==> config.mk <==
export PLATFORM = sky130hd
export DESIGN_NAME = sys_tile_sched
export DESIGN_NICKNAME = d
export VERILOG_FILES = /design/src/rtl/flex_pkg.sv /design/src/rtl/sys_tile_sched_wdog.sv /design/src/rtl/sys_tile_sched.sv
export SDC_FILE = /design/constraint.sdc
export NUM_CORES = 1
export LEC_CHECK = 0
export ABC_AREA = 1
export BUFFER_PORTS_ARGS = -buffer_cell sky130_fd_sc_hd__buf_4
export CAP_MARGIN = 20
export CELL_PAD_IN_SITES_DETAIL_PLACEMENT = 1
export CELL_PAD_IN_SITES_GLOBAL_PLACEMENT = 1
export CORE_MARGIN = 3
export CORE_UTILIZATION = 43
export DETAILED_ROUTE_END_ITERATION = 12
export PLACE_DENSITY = 0.85
export SETUP_SLACK_MARGIN = 0.05
export SLEW_MARGIN = 20
export SYNTH_ARGS = -nofsm -noshare
export SYNTH_HDL_FRONTEND = slang
export SYNTH_SLANG_ARGS = --single-unit
==> constraint.sdc <==
create_clock -name clk -period 3 [get_ports clk]
set_input_delay 0.15 -clock clk [delete_from_list [all_inputs] [get_ports clk]]
set_output_delay 0.15 -clock clk [all_outputs]
set_load 0.05 [all_outputs]
==> src/rtl/flex_pkg.sv <==
// Shared types for the tile scheduler: FSM states, error codes and the
// default watchdog limit.
package flex_pkg;

    localparam int WDOG_CYC_DEF = 1024;

    typedef enum logic [2:0] {
        S_IDLE,
        S_DISPATCH,
        S_COMPUTE,
        S_COLLECT,
        S_NEXT,
        S_FINISH,
        S_ERROR
    } sched_state_t;

    typedef enum logic [1:0] {
        ERR_NONE  = 2'd0,
        ERR_ARRAY = 2'd1,
        ERR_ZERO  = 2'd2,
        ERR_WDOG  = 2'd3
    } err_code_t;

endpackage

==> src/rtl/sys_tile_sched_wdog.sv <==
// Per-phase watchdog for sys_tile_sched; only instantiated when
// SYS_SCHED_WDOG_EN is defined.
module sched_wdog
    import flex_pkg::*;
#(
    parameter int LIMIT = WDOG_CYC_DEF
) (
    input  logic clk,
    input  logic nrst,
    input  logic clr,
    input  logic en,
    output logic expired
);

    localparam int CW = $clog2(LIMIT + 1);

    logic [CW-1:0] cnt_q, cnt_d;
    logic          at_lim;

    // cnt_q holds the number of completed cycles, so the LIMIT-th enabled
    // cycle is the one that flags expiry.
    assign at_lim  = (cnt_q == CW'(LIMIT - 1));
    assign expired = en && at_lim;

    always_comb begin
        cnt_d = cnt_q;
        if (clr) begin
            cnt_d = '0;
        end else if (en && !at_lim) begin
            cnt_d = cnt_q + CW'(1);
        end
    end

    always_ff @(posedge clk or negedge nrst) begin
        if (!nrst) begin
            cnt_q <= '0;
        end else begin
            cnt_q <= cnt_d;
        end
    end

endmodule

==> src/rtl/sys_tile_sched.sv <==
// Tile job scheduler: sequences dispatch, compute and collect per tile.
// Optional per-phase watchdog enabled by defining SYS_SCHED_WDOG_EN.
module sys_tile_sched
    import flex_pkg::*;
#(
    parameter int TILE_W   = 8,
    parameter int WDOG_CYC = WDOG_CYC_DEF
) (
    input  logic              clk,
    input  logic              nrst,
    input  logic              start,
    input  logic [TILE_W-1:0] cfg_tiles,
    output logic              busy,
    output logic              done,
    output logic              err,
    output logic [1:0]        err_code,
    output logic [TILE_W-1:0] tile_idx,
    output logic              disp_start,
    input  logic              disp_done,
    input  logic              sa_done,
    input  logic              sa_err,
    output logic              col_start,
    input  logic              col_done,
    output logic              tile_clr
);

    sched_state_t      state_q, state_d;
    err_code_t         err_code_q, err_code_d;
    logic [TILE_W-1:0] tiles_q, tiles_d;
    logic [TILE_W-1:0] tile_idx_q, tile_idx_d;
    logic              busy_q, busy_d;
    logic              done_q, done_d;
    logic              err_q, err_d;
    logic              disp_start_q, disp_start_d;
    logic              col_start_q, col_start_d;
    logic              tile_clr_q, tile_clr_d;
    logic              sa_seen_q, sa_seen_d;
    logic              in_phase;
    logic              wdog_exp;

    assign in_phase = (state_q == S_DISPATCH) || (state_q == S_COMPUTE) ||
                      (state_q == S_COLLECT);

`ifdef SYS_SCHED_WDOG_EN
    sched_wdog #(.LIMIT(WDOG_CYC)) u_wdog (
        .clk     (clk),
        .nrst    (nrst),
        .clr     (state_d != state_q),
        .en      (in_phase),
        .expired (wdog_exp)
    );
`else
    // Watchdog compiled out: constant false, only keeps WDOG_CYC referenced.
    assign wdog_exp = (WDOG_CYC < 1) && (WDOG_CYC > 1);
`endif

    always_comb begin
        state_d      = state_q;
        tiles_d      = tiles_q;
        tile_idx_d   = tile_idx_q;
        err_d        = err_q;
        err_code_d   = err_code_q;
        sa_seen_d    = sa_seen_q;
        busy_d       = 1'b1;
        done_d       = 1'b0;
        disp_start_d = 1'b0;
        col_start_d  = 1'b0;
        tile_clr_d   = 1'b0;

        unique case (state_q)
            S_IDLE: begin
                busy_d = 1'b0;
                if (start) begin
                    busy_d = 1'b1;
                    if (cfg_tiles != '0) begin
                        state_d      = S_DISPATCH;
                        tiles_d      = cfg_tiles;
                        tile_idx_d   = '0;
                        err_d        = 1'b0;
                        err_code_d   = ERR_NONE;
                        sa_seen_d    = 1'b0;
                        disp_start_d = 1'b1;
                    end else begin
                        state_d    = S_ERROR;
                        err_d      = 1'b1;
                        err_code_d = ERR_ZERO;
                    end
                end
            end
            S_DISPATCH: begin
                // An early sa_done is remembered so COMPUTE can pass straight through.
                sa_seen_d = sa_seen_q | sa_done;
                if (disp_done) begin
                    state_d = S_COMPUTE;
                end
            end
            S_COMPUTE: begin
                if (sa_done || sa_seen_q) begin
                    state_d     = S_COLLECT;
                    col_start_d = 1'b1;
                    sa_seen_d   = 1'b0;
                end
            end
            S_COLLECT: begin
                col_start_d = 1'b1;
                if (col_done) begin
                    state_d     = S_NEXT;
                    col_start_d = 1'b0;
                    tile_clr_d  = 1'b1;
                end
            end
            S_NEXT: begin
                if (tile_idx_q == tiles_q - TILE_W'(1)) begin
                    state_d = S_FINISH;
                end else begin
                    state_d      = S_DISPATCH;
                    tile_idx_d   = tile_idx_q + TILE_W'(1);
                    disp_start_d = 1'b1;
                end
            end
            S_FINISH: begin
                state_d = S_IDLE;
                busy_d  = 1'b0;
                done_d  = 1'b1;
            end
            S_ERROR: begin
                state_d    = S_IDLE;
                busy_d     = 1'b0;
                tile_clr_d = 1'b1;
            end
            default: begin
                state_d = S_IDLE;
                busy_d  = 1'b0;
            end
        endcase

        // Array error anywhere in the tile loop overrides the normal transition.
        if (sa_err && (in_phase || state_q == S_NEXT)) begin
            state_d      = S_ERROR;
            err_d        = 1'b1;
            err_code_d   = ERR_ARRAY;
            sa_seen_d    = 1'b0;
            disp_start_d = 1'b0;
            col_start_d  = 1'b0;
            tile_clr_d   = 1'b0;
        end else if (wdog_exp) begin
            state_d      = S_ERROR;
            err_d        = 1'b1;
            err_code_d   = ERR_WDOG;
            sa_seen_d    = 1'b0;
            disp_start_d = 1'b0;
            col_start_d  = 1'b0;
            tile_clr_d   = 1'b0;
        end
    end

    always_ff @(posedge clk or negedge nrst) begin
        if (!nrst) begin
            state_q      <= S_IDLE;
            tiles_q      <= '0;
            tile_idx_q   <= '0;
            err_q        <= 1'b0;
            err_code_q   <= ERR_NONE;
            sa_seen_q    <= 1'b0;
            busy_q       <= 1'b0;
            done_q       <= 1'b0;
            disp_start_q <= 1'b0;
            col_start_q  <= 1'b0;
            tile_clr_q   <= 1'b0;
        end else begin
            state_q      <= state_d;
            tiles_q      <= tiles_d;
            tile_idx_q   <= tile_idx_d;
            err_q        <= err_d;
            err_code_q   <= err_code_d;
            sa_seen_q    <= sa_seen_d;
            busy_q       <= busy_d;
            done_q       <= done_d;
            disp_start_q <= disp_start_d;
            col_start_q  <= col_start_d;
            tile_clr_q   <= tile_clr_d;
        end
    end

    assign busy       = busy_q;
    assign done       = done_q;
    assign err        = err_q;
    assign err_code   = err_code_q;
    assign tile_idx   = tile_idx_q;
    assign disp_start = disp_start_q;
    assign col_start  = col_start_q;
    assign tile_clr   = tile_clr_q;

endmodule

# Word level (Yosys, flattened, before mapping)
# Cells that the tools add are included.
# classes
n_addsub,2
n_eq_ne,15
n_mux,40
bitwise,1
n_reduce_logical,17
# ops
operator,n
$mux 8,3
$mux 3,7
$mux 1,19
$pmux 8 s2,1
$pmux 3 s5,1
$reduce_and 4->1,3
$eq 3x3->1 const B,3
$add 8x1->8 const B,1
$eq 8x8->1,1
$mux 2,4
$pmux 1 s2,4
$reduce_bool 8->1,1
$sub 8x1->8 const B,1
$eq 3x2->1 const B,2
$ne 2x2->1 const B,3
$ne 3x2->1 const B,2
$ne 3x3->1 const B,2
$reduce_bool 2->1,3
$logic_or 1x1->1,4
$reduce_bool 4->1,1
$reduce_or 4->1,1
$eq 3x1->1 const B,1
$logic_not 3->1,1
$ne 3x1->1 const B,1
other kinds (5),5
# totals
ff_bits,28
output_inout_bits,16
elab_cells,86

# Logic depth before layout (Yosys ltp)
# Gate-level depths: netlist (run 1).
# logic_depth
word_depth,7
ltp_mapped,14
depth_no_buf,14

# Worst setup path before layout (run 1)
# No wires, ideal clock.
# synth_path
path_type,register to register
start,"register tile_idx_q[0], in the netlist tile_idx[0]"
end,"register tile_idx_q[5], in the netlist tile_idx[5]"
setup_time_ns,0.119
t_arrival_ns,1.633
required_time_ns,2.881
path_slack_ns,1.248
stages_incl_launch_ff,12
synth_period_minus_slack_ns,1.752
cell_sequence,dfrtp_1 > inv_1 > nand2_1 > nand2_1 > nor2_2 > nand3_4 > nor2_4 > nand3_4 > nand2_8 > nand2_4 > nand2_1 > nand2_1
# synth_between
elab_chain_cells,3
word_cells_on_any_way,6
cone_classes,1 x add/sub; 2 x eq/ne; 2 x mux; 1 x reduce/logical
# synth_rtl
element,line_no,source
start: declaration,sys_tile_sched.sv:30,"logic [TILE_W-1:0] tile_idx_q, tile_idx_d;"
start signal: assignment,sys_tile_sched.sv:173,tile_idx_q <= tile_idx_d;
$add 8x1->8 / $eq 8x8->1 (equally long branches),"sys_tile_sched.sv:117, sys_tile_sched.sv:113",
$mux 8 / $ne 2x2->1 (equally long branches),-,
$pmux 8 s2 / $reduce_and 4->1 (equally long branches),-,
# Several ways; a longest one is shown, not always the timed one. The select of a mux whose other input is x is not followed.
# A chain may end at the register's enable or synchronous reset.

# Worst setup path after layout (run 1)
# layout_path
start,register tiles_q[0]
end,"register tile_idx_q[4], in the netlist tile_idx[4]"
# layout_between
elab_chain_cells,4
# layout_rtl
element,line_no,source
start: declaration,sys_tile_sched.sv:29,"logic [TILE_W-1:0] tiles_q, tiles_d;"
start signal: assignment,sys_tile_sched.sv:172,tiles_q <= tiles_d;
$sub 8x1->8,sys_tile_sched.sv:113,if (tile_idx_q == tiles_q - TILE_W'(1)) begin
$eq 8x8->1,sys_tile_sched.sv:113,
$ne 2x2->1 (no line),-,
$reduce_and 4->1 (no line),-,
# Every way passes these cells.

==> results.yml, run 1 <==
run_status:
  outcome: "complete, no violations"
min_path:
  min_path_type: "in2reg"
setup_path:
  cp_common_cell: "nand2_1"
  cpLargestDelayFamily: "simple AND/OR/NAND/NOR gates"
  cp_cell_sequence: "inv_2 > ha_1 > nand2_1 > nand2_1 > nor2_2 > nand3_4 > nor2_4 > nand3_4 > nand2_8 > nand2_4 > nand2_1 > nand2_1"
  path_buf_inv: 1
  crit_path_max_incr_delay_ns: 0.41
  arrival_ns: 2.16
  worstSetupEndpointType: "register"
  worst_setup_path_start_kind: "register"
  required_ns: 3.17
  slowest_stage: "dfrtp_1"
  critPathKind: "reg2reg"
  cp_max_fo: 10
clocking:
  cts_hold_buf: 1
  cts_sinks: 28
  cts_resized: 0
  cts_root_buf: "clkbuf_8"
  clk_path_buf_depth: 2
  path_clk_slew_ns: 0.10
  clock_latency_ns: 0.28
  postCtsSetupBuffers: 0
  numCtsBuffers: 3
  h-tree-depth: 1
  cts_tree: "done"
timing:
  worst_slack_ns: 1.00
  rsz0062_at_grt: "no"
  report.final.setup_viol: 0
  period_minus_slack_ns: 2.00
  finalClockSkew_ns: 0.00232
  slew_violations: 0
  holdWs_ns: 0.130
  worst_pin_slew_ns: 0.506
  fin_crit_sh_pct: 66.5
  finalHoldViolations: 0
  fmax_ghz: 0.501
  tns_ns: 0
  relSlewSlack_pct: 66.1
global_route:
  grt_max_degree: 29
  grtUsageMet2_pct: 37.3
  grt_pass1_wl_mm: 8.77
  antenna_found_initial: 0
  grt.total_usage_pct: 21.8
  grt_pass1_vias: 1855
  busiest_layer: "met2"
  use_met3_pct: 2.81
  grt_overflow: 0
  grtUsageMet1_pct: 28.4
place:
  place_congestion: 0.808
  dpl_worst_slack_ns: 1.03
  place_area_mm2: 0.00213
  portBuffers: 30
  dpl.hpwl_mm: 3.95
  place_inst: 331
flow_run:
  maxCapViolations: 0
route:
  first_iter_violations: 45
  dr.pass1.iters: 4
  ant_nets: 0
  drc: 0
  via_per_inst: 5.17
  drt_wl_total_mm: 5.10
  wl_per_cell_um: 15.2
  vias: 1736
die:
  initial_core_util_pct: 45.6
  pin_count: 31
  rows: 23
  die_area_mm2: 0.00516
  die_h_um: 71.8
  die_w_um: 71.8
  coreArea_mm2: 0.00409
synthesis:
  synth_edf_count: 0
  synth.area.mux_share_pct: 0
  synth_ff_type: "dfrtp_1"
  synth_compound_area_share_pct: 8.33
  synth_seq_cells: 28
  synth_top_cell_area_share_pct: 37.6
  syn_nets: 272
  yosys.area.top_type: "dfrtp_1"
  ys_warn_count: 0
  synth_top_family_by_area: "simple AND/OR/NAND/NOR gates"
  synthAdderAreaFrac_pct: 1.34
  synthDistinctLibCells: 30
  ys_top_cells_by_area: "dfrtp_1 38%, nand2_1 14%, inv_1 7.1%, nand3_1 7.0%, o21ai_0 3.8%"
  netlist_instances: 255
  synth_simple_gate_area_share_pct: 39.2
  syn_area_per_cell_um2: 7.30
  ys_seq_area_share_pct: 37.6
  syn_area_mm2: 0.00186
  synth_xor_area_share_pct: 4.23
  ys_async_sr_fraction_pct: 100
final_layout:
  layout_common_cells: "68 x nand2_1, 35 x inv_1, 30 x buf_4"
  final_common_cell: "nand2_1"
  drive_above_1_share_pct: 22.0
  multi_input_area_um2: 988
  regArea_um2: 701
  fill_cells: 552
  final_cell_count_no_fill: 336
  nets: 304
  fin_util_pct: 54.0
  antennaDiodeCount: 0
  fin_area_mm2: 0.00221
  syn_to_final_growth_pct: 18.6
power:
  ir_worst_vdd_mv: 0.546
  p_leak_nw: 1.15
  finalPower_mw: 2.30
  p_per_area_mw_per_mm2: 1040
worst register-to-register path, stage by stage (launching register included):
cell and delay (ns):
dfrtp_1 0.41, inv_2 0.13, ha_1 0.27, nand2_1 0.08
nand2_1 0.07, nor2_2 0.20, nand3_4 0.10, nor2_4 0.14
nand3_4 0.12, nand2_8 0.11, nand2_4 0.07, nand2_1 0.09
nand2_1 0.08
final cells by class:
| class | instances | area share [%] |
|---|---|---|
| clock buffer | 3 | 1.87 |
| clock inverter | 1 | 1.36 |
| inverter | 40 | 6.80 |
| multi-input combinational | 183 | 44.8 |
| sequential | 28 | 31.7 |
| tap | 50 | 2.83 |
| timing repair buffer | 31 | 10.7 |
metal layers:
metal | vias up | wire, µm
met2 | 22 | 2560
met4 | 0 | 85
met1 | 831 | 2360
li1 | 876 | -
met3 | 7 | 95
met5 | - | 0
state kept, by name (all words and copies together) (netlist names):
name / count
err_code: 2
busy: 1
tile_clr: 1
err: 1
state_q: 3
tiles_q: 8
col_start: 1
sa_seen_q: 1
disp_start: 1
tile_idx: 8
done: 1
path summary, 6_finish.rpt:
check	start	end	slack, ns	cells after the start
max in group asynchronous	nrst	err_code[1]$_DFFE_PN0P_	2.40	2
min	cfg_tiles[1]	tiles_q[1]$_DFFE_PN0P_	0.13	3
min reg2reg	err_code[0]$_DFFE_PN0P_	err_code[0]$_DFFE_PN0P_	0.49	2
max reg2reg	tiles_q[0]$_DFFE_PN0P_	tile_idx[4]$_DFFE_PN0P_	1.00	12
max	tiles_q[0]$_DFFE_PN0P_	tile_idx[4]$_DFFE_PN0P_	1.00	12
min in group asynchronous	nrst	tile_idx[6]$_DFFE_PN0P_	0.32	2
cell families after synthesis:
kind of cell,after synthesis
and+or+nand+nor,144
buffers and inverters,44
AOI/OAI and AO/OA,28
DFF,28
xor gates and xnor gates,9
adders and majority gates,2
power by group:
group	internal [mW]	switching, mW
combinational	0.426	0.903
sequential	0.508	0.154
clock	0.179	0.126
total	1.11	1.18
synthesized netlist by cell type, types with 4 or more instances:
| master | n |
|---|---|
| nor2_4 | 4 |
| o21ai_1 | 4 |
| inv_1 | 35 |
| dfrtp_1 | 28 |
| inv_2 | 5 |
| nand4_1 | 6 |
| nor2_2 | 5 |
| o21ai_0 | 14 |
| nand3_1 | 26 |
| xor2_1 | 6 |
| nand2_1 | 68 |
| nand2_2 | 7 |
| nor2_1 | 16 |
(Power assumes the default switching activity.)
==> inputs of run 2 (changes only) <==
CORE_UTILIZATION = 40   (was 43)
PLACE_DENSITY = 0.8   (was 0.85)
clock period = 2.05 ns   (was 3 ns; I/O delays follow)
==> results.yml, run 2 (synthesis gave the netlist of run 1 again) <==
min_path:
  min_path_type: "in2reg"
  hold_end: "col_start$_DFF_PN0_"
  worstHoldStart: "col_done"
  worstHoldPathCells: 4
timing:
  fmax_ghz: 0.543
  fin_crit_sh_pct: 89.9
  finalHoldViolations: 0
  finalClockSkew_ns: 0.0174
  relSlewSlack_pct: 64.4
  report.final.setup_viol: 0
  rsz0062_at_grt: "no"
  slew_violations: 0
  worst_pin_slew_ns: 0.532
  tns_ns: 0
  holdWs_ns: 0.0852
  period_minus_slack_ns: 1.84
  worst_slack_ns: 0.207
final_layout:
  layout_common_cells: "68 x nand2_1, 35 x inv_1, 34 x buf_4"
  fin_area_mm2: 0.00225
  fin_util_pct: 50.9
  final_cell_count_no_fill: 342
  fill_cells: 578
  final_common_cell: "nand2_1"
  nets: 308
  syn_to_final_growth_pct: 20.8
  antennaDiodeCount: 0
  drive_above_1_share_pct: 23.4
  regArea_um2: 701
  multi_input_area_um2: 996
place:
  portBuffers: 30
  dpl_worst_slack_ns: 0.170
  place_area_mm2: 0.00214
  place_inst: 334
  place_congestion: 0.813
  dpl.hpwl_mm: 3.84
route:
  drc: 0
  vias: 1768
  dr.pass1.iters: 4
  via_per_inst: 5.17
  wl_per_cell_um: 14.8
  drt_wl_total_mm: 5.05
  first_iter_violations: 92
  ant_nets: 0
die:
  rows: 24
  coreArea_mm2: 0.00441
  initial_core_util_pct: 42.2
  pin_count: 31
  die_h_um: 74.2
  die_area_mm2: 0.00551
  die_w_um: 74.2
power:
  finalPower_mw: 3.44
  p_leak_nw: 1.17
  ir_worst_vdd_mv: 0.784
  p_per_area_mw_per_mm2: 1530
clocking:
  cts_sinks: 28
  numCtsBuffers: 3
  h-tree-depth: 1
  cts_tree: "done"
  cts_root_buf: "clkbuf_8"
  clk_path_buf_depth: 2
  clock_latency_ns: 0.29
  path_clk_slew_ns: 0.12
global_route:
  grt_pass1_vias: 1744
  busiest_layer: "met2"
  use_met3_pct: 3.65
  grt_pass1_wl_mm: 8.40
  grt_overflow: 0
  grt.total_usage_pct: 19.7
  grt_max_degree: 29
  antenna_found_initial: 0
  grtUsageMet2_pct: 31.4
  grtUsageMet1_pct: 28.3
setup_path:
  critPathKind: "reg2reg"
  regToRegSetupSlack_ns: 0.21
  r2r-end: "tile_idx[4]$_DFFE_PN0P_"
  worst_setup_path_start_kind: "register"
  worstSetupEndpointType: "register"
  required_ns: 2.24
  r2r-start: "tiles_q[0]$_DFFE_PN0P_"
  arrival_ns: 2.04
  worst-r2r-cell-count: 14
  cp_max_fo: 10
run_status:
  outcome: "complete, no violations"
flow_run:
  maxCapViolations: 0
## run 2: per-layer routing
metal	routed length [µm]	vias up
met5	0	-
met4	30	0
met3	182	4
met2	2350	31
met1	2490	853
li1	-	880
## run 2: power breakdown
part / switching (mW) / internal [mW] / leakage, nW / total (mW)
Sequential: 0.232 / 0.743 / 0.359 / 0.975
Combinational: 1.35 / 0.662 / 0.779 / 2.01
Clock: 0.198 / 0.262 / 0.0357 / 0.460
## run 2: how the worst max path moves through the flow
stage	startpoint	to	cells past startpoint
finish	tiles_q[0]$_DFFE_PN0P_	tile_idx[4]$_DFFE_PN0P_	14
global route	tiles_q[0]$_DFFE_PN0P_	tile_idx[2]$_DFFE_PN0P_	14
CTS	tiles_q[0]$_DFFE_PN0P_	state_q[2]$_DFFE_PN0P_	13
detailed placement	tiles_q[0]$_DFFE_PN0P_	tile_idx[6]$_DFFE_PN0P_	12
global placement	tiles_q[1]$_DFFE_PN0P_	tile_idx[6]$_DFFE_PN0P_	13
floorplan	tile_idx[0]$_DFFE_PN0P_	tile_idx[5]$_DFFE_PN0P_	11
## run 2: area by class of cell
cell class / instances / area share (%)
Multi-Input combinational cell: 183 / 44.3
Clock inverter: 1 / 1.34
Clock buffer: 3 / 1.84
Tap cell: 52 / 2.89
Inverter: 40 / 6.68
Timing Repair Buffer: 35 / 11.8
Sequential cell: 28 / 31.2
## run 2: worst max-delay path, stage by stage (launching register included)
cell and delay, ns:
dfrtp_1 0.39, inv_2 0.07, ha_1 0.26, inv_1 0.08
nand2_1 0.07, nand2_1 0.08, nand2_1 0.06, nand2_2 0.10
nand3_4 0.08, nor2_4 0.12, nand3_4 0.12, nand2_8 0.11
nand2_4 0.08, nand2_1 0.08, nand2_1 0.05
## run 2: timing repair
item,CTS,global route
resized for setup,0,2
hold buffers,1,0
endpoints found under the setup margin,0,7
buffers inserted,0,3
endpoints found under the hold margin,28,0
